`config.mk`:
```
export PLATFORM = sky130hd
export DESIGN_NAME = strobe_decoder
export DESIGN_NICKNAME = d
export VERILOG_FILES = /design/src/rtl/strobe_dec_pkg.sv /design/src/rtl/strobe_dec_chan.sv /design/src/rtl/strobe_decoder.sv
export SDC_FILE = /design/constraint.sdc
export NUM_CORES = 1
export LEC_CHECK = 0
export ABC_AREA = 0
export BUFFER_PORTS_ARGS = -buffer_cell sky130_fd_sc_hd__buf_2
export CORE_UTILIZATION = 40
export CTS_CLUSTER_DIAMETER = 200
export DETAILED_ROUTE_END_ITERATION = 8
export MAX_ROUTING_LAYER = met4
export PLACE_DENSITY_LB_ADDON = 0.12
export SLEW_MARGIN = 20
export SYNTH_ARGS = -nofsm -noshare
export SYNTH_HDL_FRONTEND = slang
export SYNTH_HIERARCHICAL = 1
export SYNTH_SLANG_ARGS = --single-unit
```
`constraint.sdc`:
```
create_clock -name clk -period 0.8 [get_ports clk]
set_input_delay 0.24 -clock clk [delete_from_list [all_inputs] [get_ports clk]]
set_output_delay 0.24 -clock clk [all_outputs]
set_load 0.03 [all_outputs]
```
`src/rtl/strobe_dec_pkg.sv`:
```
// Shared definitions for the strobe decoder: FSM state encoding, guard
// length and the pulse-counter width helper.
package strobe_dec_pkg;

  typedef enum logic [1:0] {
    ST_IDLE  = 2'd0,
    ST_PULSE = 2'd1,
    ST_GUARD = 2'd2
  } state_t;

  // Clocks spent in GUARD after a normal completion (guard builds only).
  localparam int GUARD_LEN = 2;

  // The counter must hold PULSE_LEN-1 and GUARD_LEN-1; the +1 keeps the
  // width at least one bit when PULSE_LEN is 1.
  function automatic int cnt_width(input int pulse_len);
    return $clog2(pulse_len + 1);
  endfunction

endpackage

```
`src/rtl/strobe_dec_chan.sv`:
```
// One strobe decoder channel: request/busy/done FSM, pulse counter and a
// registered SEL_W-to-2^SEL_W one-hot-low decode.
// Optional macro STROBE_DEC_GUARD_EN adds a 2-clock GUARD state after a
// normal completion (busy held, all strobes high).
module strobe_dec_chan
  import strobe_dec_pkg::*;
#(
  parameter int SEL_W     = 2,
  parameter int PULSE_LEN = 1,
  parameter int CNT_W     = cnt_width(PULSE_LEN)
) (
  input  logic                     clk,
  input  logic                     reset_n,
  input  logic                     req,
  input  logic [SEL_W-1:0]         sel,
  input  logic                     g_n,
  output logic [(1 << SEL_W)-1:0]  y_n,
  output logic                     busy,
  output logic                     done
);

  localparam int OUTS = 1 << SEL_W;
  localparam logic [CNT_W-1:0] CNT_LOAD = CNT_W'(PULSE_LEN - 1);
`ifdef STROBE_DEC_GUARD_EN
  localparam logic [CNT_W-1:0] GUARD_LOAD = CNT_W'(GUARD_LEN - 1);
`endif

  state_t           state;
  logic [CNT_W-1:0] cnt;
  logic [SEL_W-1:0] sel_q;
  logic             accept;

  // Exactly one bit low: the line addressed by the select.
  function automatic logic [OUTS-1:0] decode_low(input logic [SEL_W-1:0] s);
    return ~(OUTS'(1) << s);
  endfunction

  assign accept = (state == ST_IDLE) && req && !g_n;

  // Select capture: data path only, so no reset; frozen for the whole pulse.
  always_ff @(posedge clk) begin
    if (accept) begin
      sel_q <= sel;
    end
  end

  // Channel FSM with registered strobes, busy and done.
  always_ff @(posedge clk or negedge reset_n) begin
    if (!reset_n) begin
      state <= ST_IDLE;
      cnt   <= '0;
      y_n   <= '1;
      busy  <= 1'b0;
      done  <= 1'b0;
    end else begin
      done <= 1'b0;
      case (state)
        ST_IDLE: begin
          if (accept) begin
            state <= ST_PULSE;
            cnt   <= CNT_LOAD;
            busy  <= 1'b1;
            y_n   <= decode_low(sel);
          end
        end
        ST_PULSE: begin
          if (g_n) begin
            // Enable lost: drop the strobe without signalling done.
            state <= ST_IDLE;
            cnt   <= '0;
            y_n   <= '1;
            busy  <= 1'b0;
          end else if (cnt != '0) begin
            cnt <= cnt - 1'b1;
            y_n <= decode_low(sel_q);
          end else begin
            y_n  <= '1;
            done <= 1'b1;
`ifdef STROBE_DEC_GUARD_EN
            state <= ST_GUARD;
            cnt   <= GUARD_LOAD;
`else
            state <= ST_IDLE;
            busy  <= 1'b0;
`endif
          end
        end
        ST_GUARD: begin
          // Quiet gap after completion; requests are not looked at here.
          y_n <= '1;
          if (cnt != '0) begin
            cnt <= cnt - 1'b1;
          end else begin
            state <= ST_IDLE;
            busy  <= 1'b0;
          end
        end
        default: begin
          state <= ST_IDLE;
          cnt   <= '0;
          y_n   <= '1;
          busy  <= 1'b0;
        end
      endcase
    end
  end

endmodule

```
`src/rtl/strobe_decoder.sv`:
```
// Multi-channel registered strobe decoder. Each channel turns a select into
// one active-low strobe held for PULSE_LEN clocks, with busy/done handshake
// and abort on loss of the active-low enable.
// Optional macro STROBE_DEC_GUARD_EN adds a post-pulse guard gap per channel.
module strobe_decoder
  import strobe_dec_pkg::*;
#(
  parameter int SEL_W     = 2,
  parameter int CHANNELS  = 2,
  parameter int PULSE_LEN = 1
) (
  input  logic                                clk,
  input  logic                                reset_n,
  input  logic [CHANNELS-1:0]                 req,
  input  logic [CHANNELS*SEL_W-1:0]           sel,
  input  logic [CHANNELS-1:0]                 g_n,
  output logic [CHANNELS*(1 << SEL_W)-1:0]    y_n,
  output logic [CHANNELS-1:0]                 busy,
  output logic [CHANNELS-1:0]                 done
);

  localparam int OUTS  = 1 << SEL_W;
  localparam int CNT_W = cnt_width(PULSE_LEN);

  // Reject out-of-range configurations at elaboration.
  if (SEL_W < 1 || SEL_W > 4) begin : g_bad_sel_w
    $error("strobe_decoder: SEL_W must be 1..4");
  end
  if (CHANNELS < 1 || CHANNELS > 8) begin : g_bad_channels
    $error("strobe_decoder: CHANNELS must be 1..8");
  end
  if (PULSE_LEN < 1 || PULSE_LEN > 255) begin : g_bad_pulse_len
    $error("strobe_decoder: PULSE_LEN must be 1..255");
  end

  // Independent channels, outputs concatenated channel 0 in the LSBs.
  for (genvar c = 0; c < CHANNELS; c++) begin : g_chan
    strobe_dec_chan #(
      .SEL_W     (SEL_W),
      .PULSE_LEN (PULSE_LEN),
      .CNT_W     (CNT_W)
    ) u_chan (
      .clk     (clk),
      .reset_n (reset_n),
      .req     (req[c]),
      .sel     (sel[c*SEL_W +: SEL_W]),
      .g_n     (g_n[c]),
      .y_n     (y_n[c*OUTS +: OUTS]),
      .busy    (busy[c]),
      .done    (done[c])
    );
  end

endmodule

```
==> metrics.cfg <==
[run_status]
status = finished with violations
failed_checks = setup timing

[drt]
firstDrtPassIters = 2
m1WireLength_um = 479
top_layer = met3
vias = 416
wl_met2_um = 538
drtIter0Drc = 3
routed_wl_um = 1056
viasPerCell = 4.674
ant_nets = 0
drc = 0
routedWlPerCell_um = 11.87
wl_met3_um = 38

[setup_path]
cp-start-kind = flop
r2r-start = g_chan[0].u_chan/y_n[2]
crit_type = reg -> out
worst-r2r-setup-slack_ns = -0.06
worst_ep_arrival_time_ns = 0.94
critPathMaxStageDelay_ns = 0.55
cp_max_fo = 2
crit_family = flip-flops
critical_path_buf_inv_count = 1
reg2reg_depth = 3
critPathLaunch = g_chan[0].u_chan/y_n[1]
cp.required_ns = 0.56
crit_slowest_cell = dfstp_2
end_kind = output port
r2r-end = g_chan[0].u_chan/y_n[2]
worstPathCellList = buf_6
crit_end = y_n[1]
worstSetupPathDepth = 1

[floorplanning]
io_pins = 22
fp.dieW_um = 38.68
num_rows = 12
fp.coreArea_mm2 = 0.001171
die_y_um = 38.68
die_area_mm2 = 0.001496
start_util_pct = 45.94

[clock_network]
clock_latency_ns = 0.26
cts.sinks = 12
cts_tree = built
path_clk_slew_ns = 0.08
clk_path_buf_depth = 2
cts_root_buffer = clkbuf_4
cts_made_buffers = 3
htreeDepth = 1

[power_and_ir_drop]
peakVddDrop_uv = 1262
powerDensity_mw_per_mm2 = 1729
p_leak_nw = 0.3958

[final_layout]
final_cells = 89
design_area_um2 = 813.3
layout_common_cells = buf_6, nor2_1, buf_2
mostFrequentLayoutCell = buf_6
num_antenna_cells = 0
nNetsFinal = 86
fin_util_pct = 69.44
syn2layout_area_growth_pct = 51.16
drive_above_1_share_pct = 57.33

[sta]
rsz0062_at_grt = yes
slew_headroom_pct = 82.84
fin_worst_skew_ns = 0.0008422
tightest_slew_ns = 0.2575
fin_ws_ns = -0.3813
setup_viol = 14
whs_ns = 0.1865
period_minus_slack_ns = 1.181
final-hold-violation-count = 0
period_share_pct = 147.7
slew_viol_final = 0
max_freq_mhz = 846.5

[global_route]
grt_pass1_vias = 388
grt_pass1_wl_um = 1545
track_usage_pct = 15.88
grt_max_degree = 13
antenna_found_initial = 0
grt_overflow = 0

[synth]
synth_cell_types = 11
ys_warn_count = 6
ys_seq_area_share_pct = 57.67
avgSynthCellArea_um2 = 12.23
synthesis.nets = 54
netlist_area_um2 = 538.0
synth_cells = 44
synth-seq-cells = 12

[placed_design]
placed_cell_area_um2 = 690.7
hpwl_um = 798.2
portBuffers = 21
routabilityCongestion = 0.6514
place_inst = 83

[worst_hold_path]
hold_path_class = in -> reg

[run]
drv_cap = 0

-- logic make-up (layout without fill, tap and decap cells) --
kind of cell | count (synthesis) | count (layout) | share of synthesized area [%]
AOI/OAI and AO/OA | 8 | 8 | 11.16
buffers and inverters | 0 | 31 | 0
DFF | 12 | 12 | 57.67
and+or+nand+nor | 24 | 24 | 31.16
-- worst min-delay path by stage --
stage	start	end	depth (start not counted)
finish	g_n[0]	g_chan[0].u_chan/done	2
detailed placement	reset_n	g_chan[0].u_chan/done	1
global route	g_n[0]	g_chan[0].u_chan/done	2
floorplan	reset_n	g_chan[0].u_chan/done	0
CTS	g_n[0]	g_chan[0].u_chan/done	2
global placement	reset_n	g_chan[1].u_chan/done	1
-- metrics by stage --
stage               setup WS [ns]  total power [mW]  TNS [ns]
floorplan                -0.03675            0.8528   -0.5603
global placement          -0.1368            0.9602    -1.632
detailed placement        -0.1463            0.9661    -1.777
CTS                       -0.3922             1.424    -4.165
global route              -0.4160             1.477    -4.483
finish                    -0.3813             1.406    -3.985
-- cell usage after synthesis (all sizes together) --
master  count  area, um2
and3        2      12.51
nor2       10      37.54
nand2b      2      27.53
nor2b       4      40.04
nor3b       4      40.03
dfrtp       4      100.1
o21bai      8      60.06
dfstp       8      210.2
nor3        2      10.01
-- worst reg2reg max path, cell delays in order, from the launching register on --
cell and delay, ns:
dfstp_2 0.54, buf_4 0.10, nor2_1 0.03, o21bai_1 0.12
-- timing repair --
| item | CTS | global route |
|---|---|---|
| endpoints found under the hold margin | 4 | 0 |
| setup buffers | 1 | 0 |
| setup endpoints to repair | 13 | 20 |
| hold buffers | 1 | 0 |
| resized for setup | 24 | 1 |
| pin swaps | 2 | 1 |
-- flip-flops by register name, indices dropped and copies added (netlist names) --
| signal | cells |
|---|---|
| g_chan.u_chan/y_n | 8 |
| g_chan.u_chan/done | 2 |
| g_chan.u_chan/state | 2 |
-- per-layer routing --
layer  global-route usage, %  vias up
met1                   18.08      195
met3                   5.202        0
li1                        -      212
met2                   26.25        9
met4                   5.172        0
met5                       -        -
-- report_power, final --
| part | leakage, nW | internal (mW) | switching (mW) |
|---|---|---|---|
| sequential | 0.138 | 0.668 | 0.0275 |
| combinational | 0.243 | 0.157 | 0.169 |
| clock | 0.0150 | 0.192 | 0.193 |
-- final cells by class --
| class | instances | area (um2) |
|---|---|---|
| multi-input cells | 32 | 227.7 |
| well taps | 14 | 17.52 |
| repair buffers | 27 | 231.5 |
| fillers | 92 | 357.8 |
| flip-flops and latches | 12 | 310.3 |
| clock buffers | 4 | 26.28 |
Power figures use the tool's default switching activity.
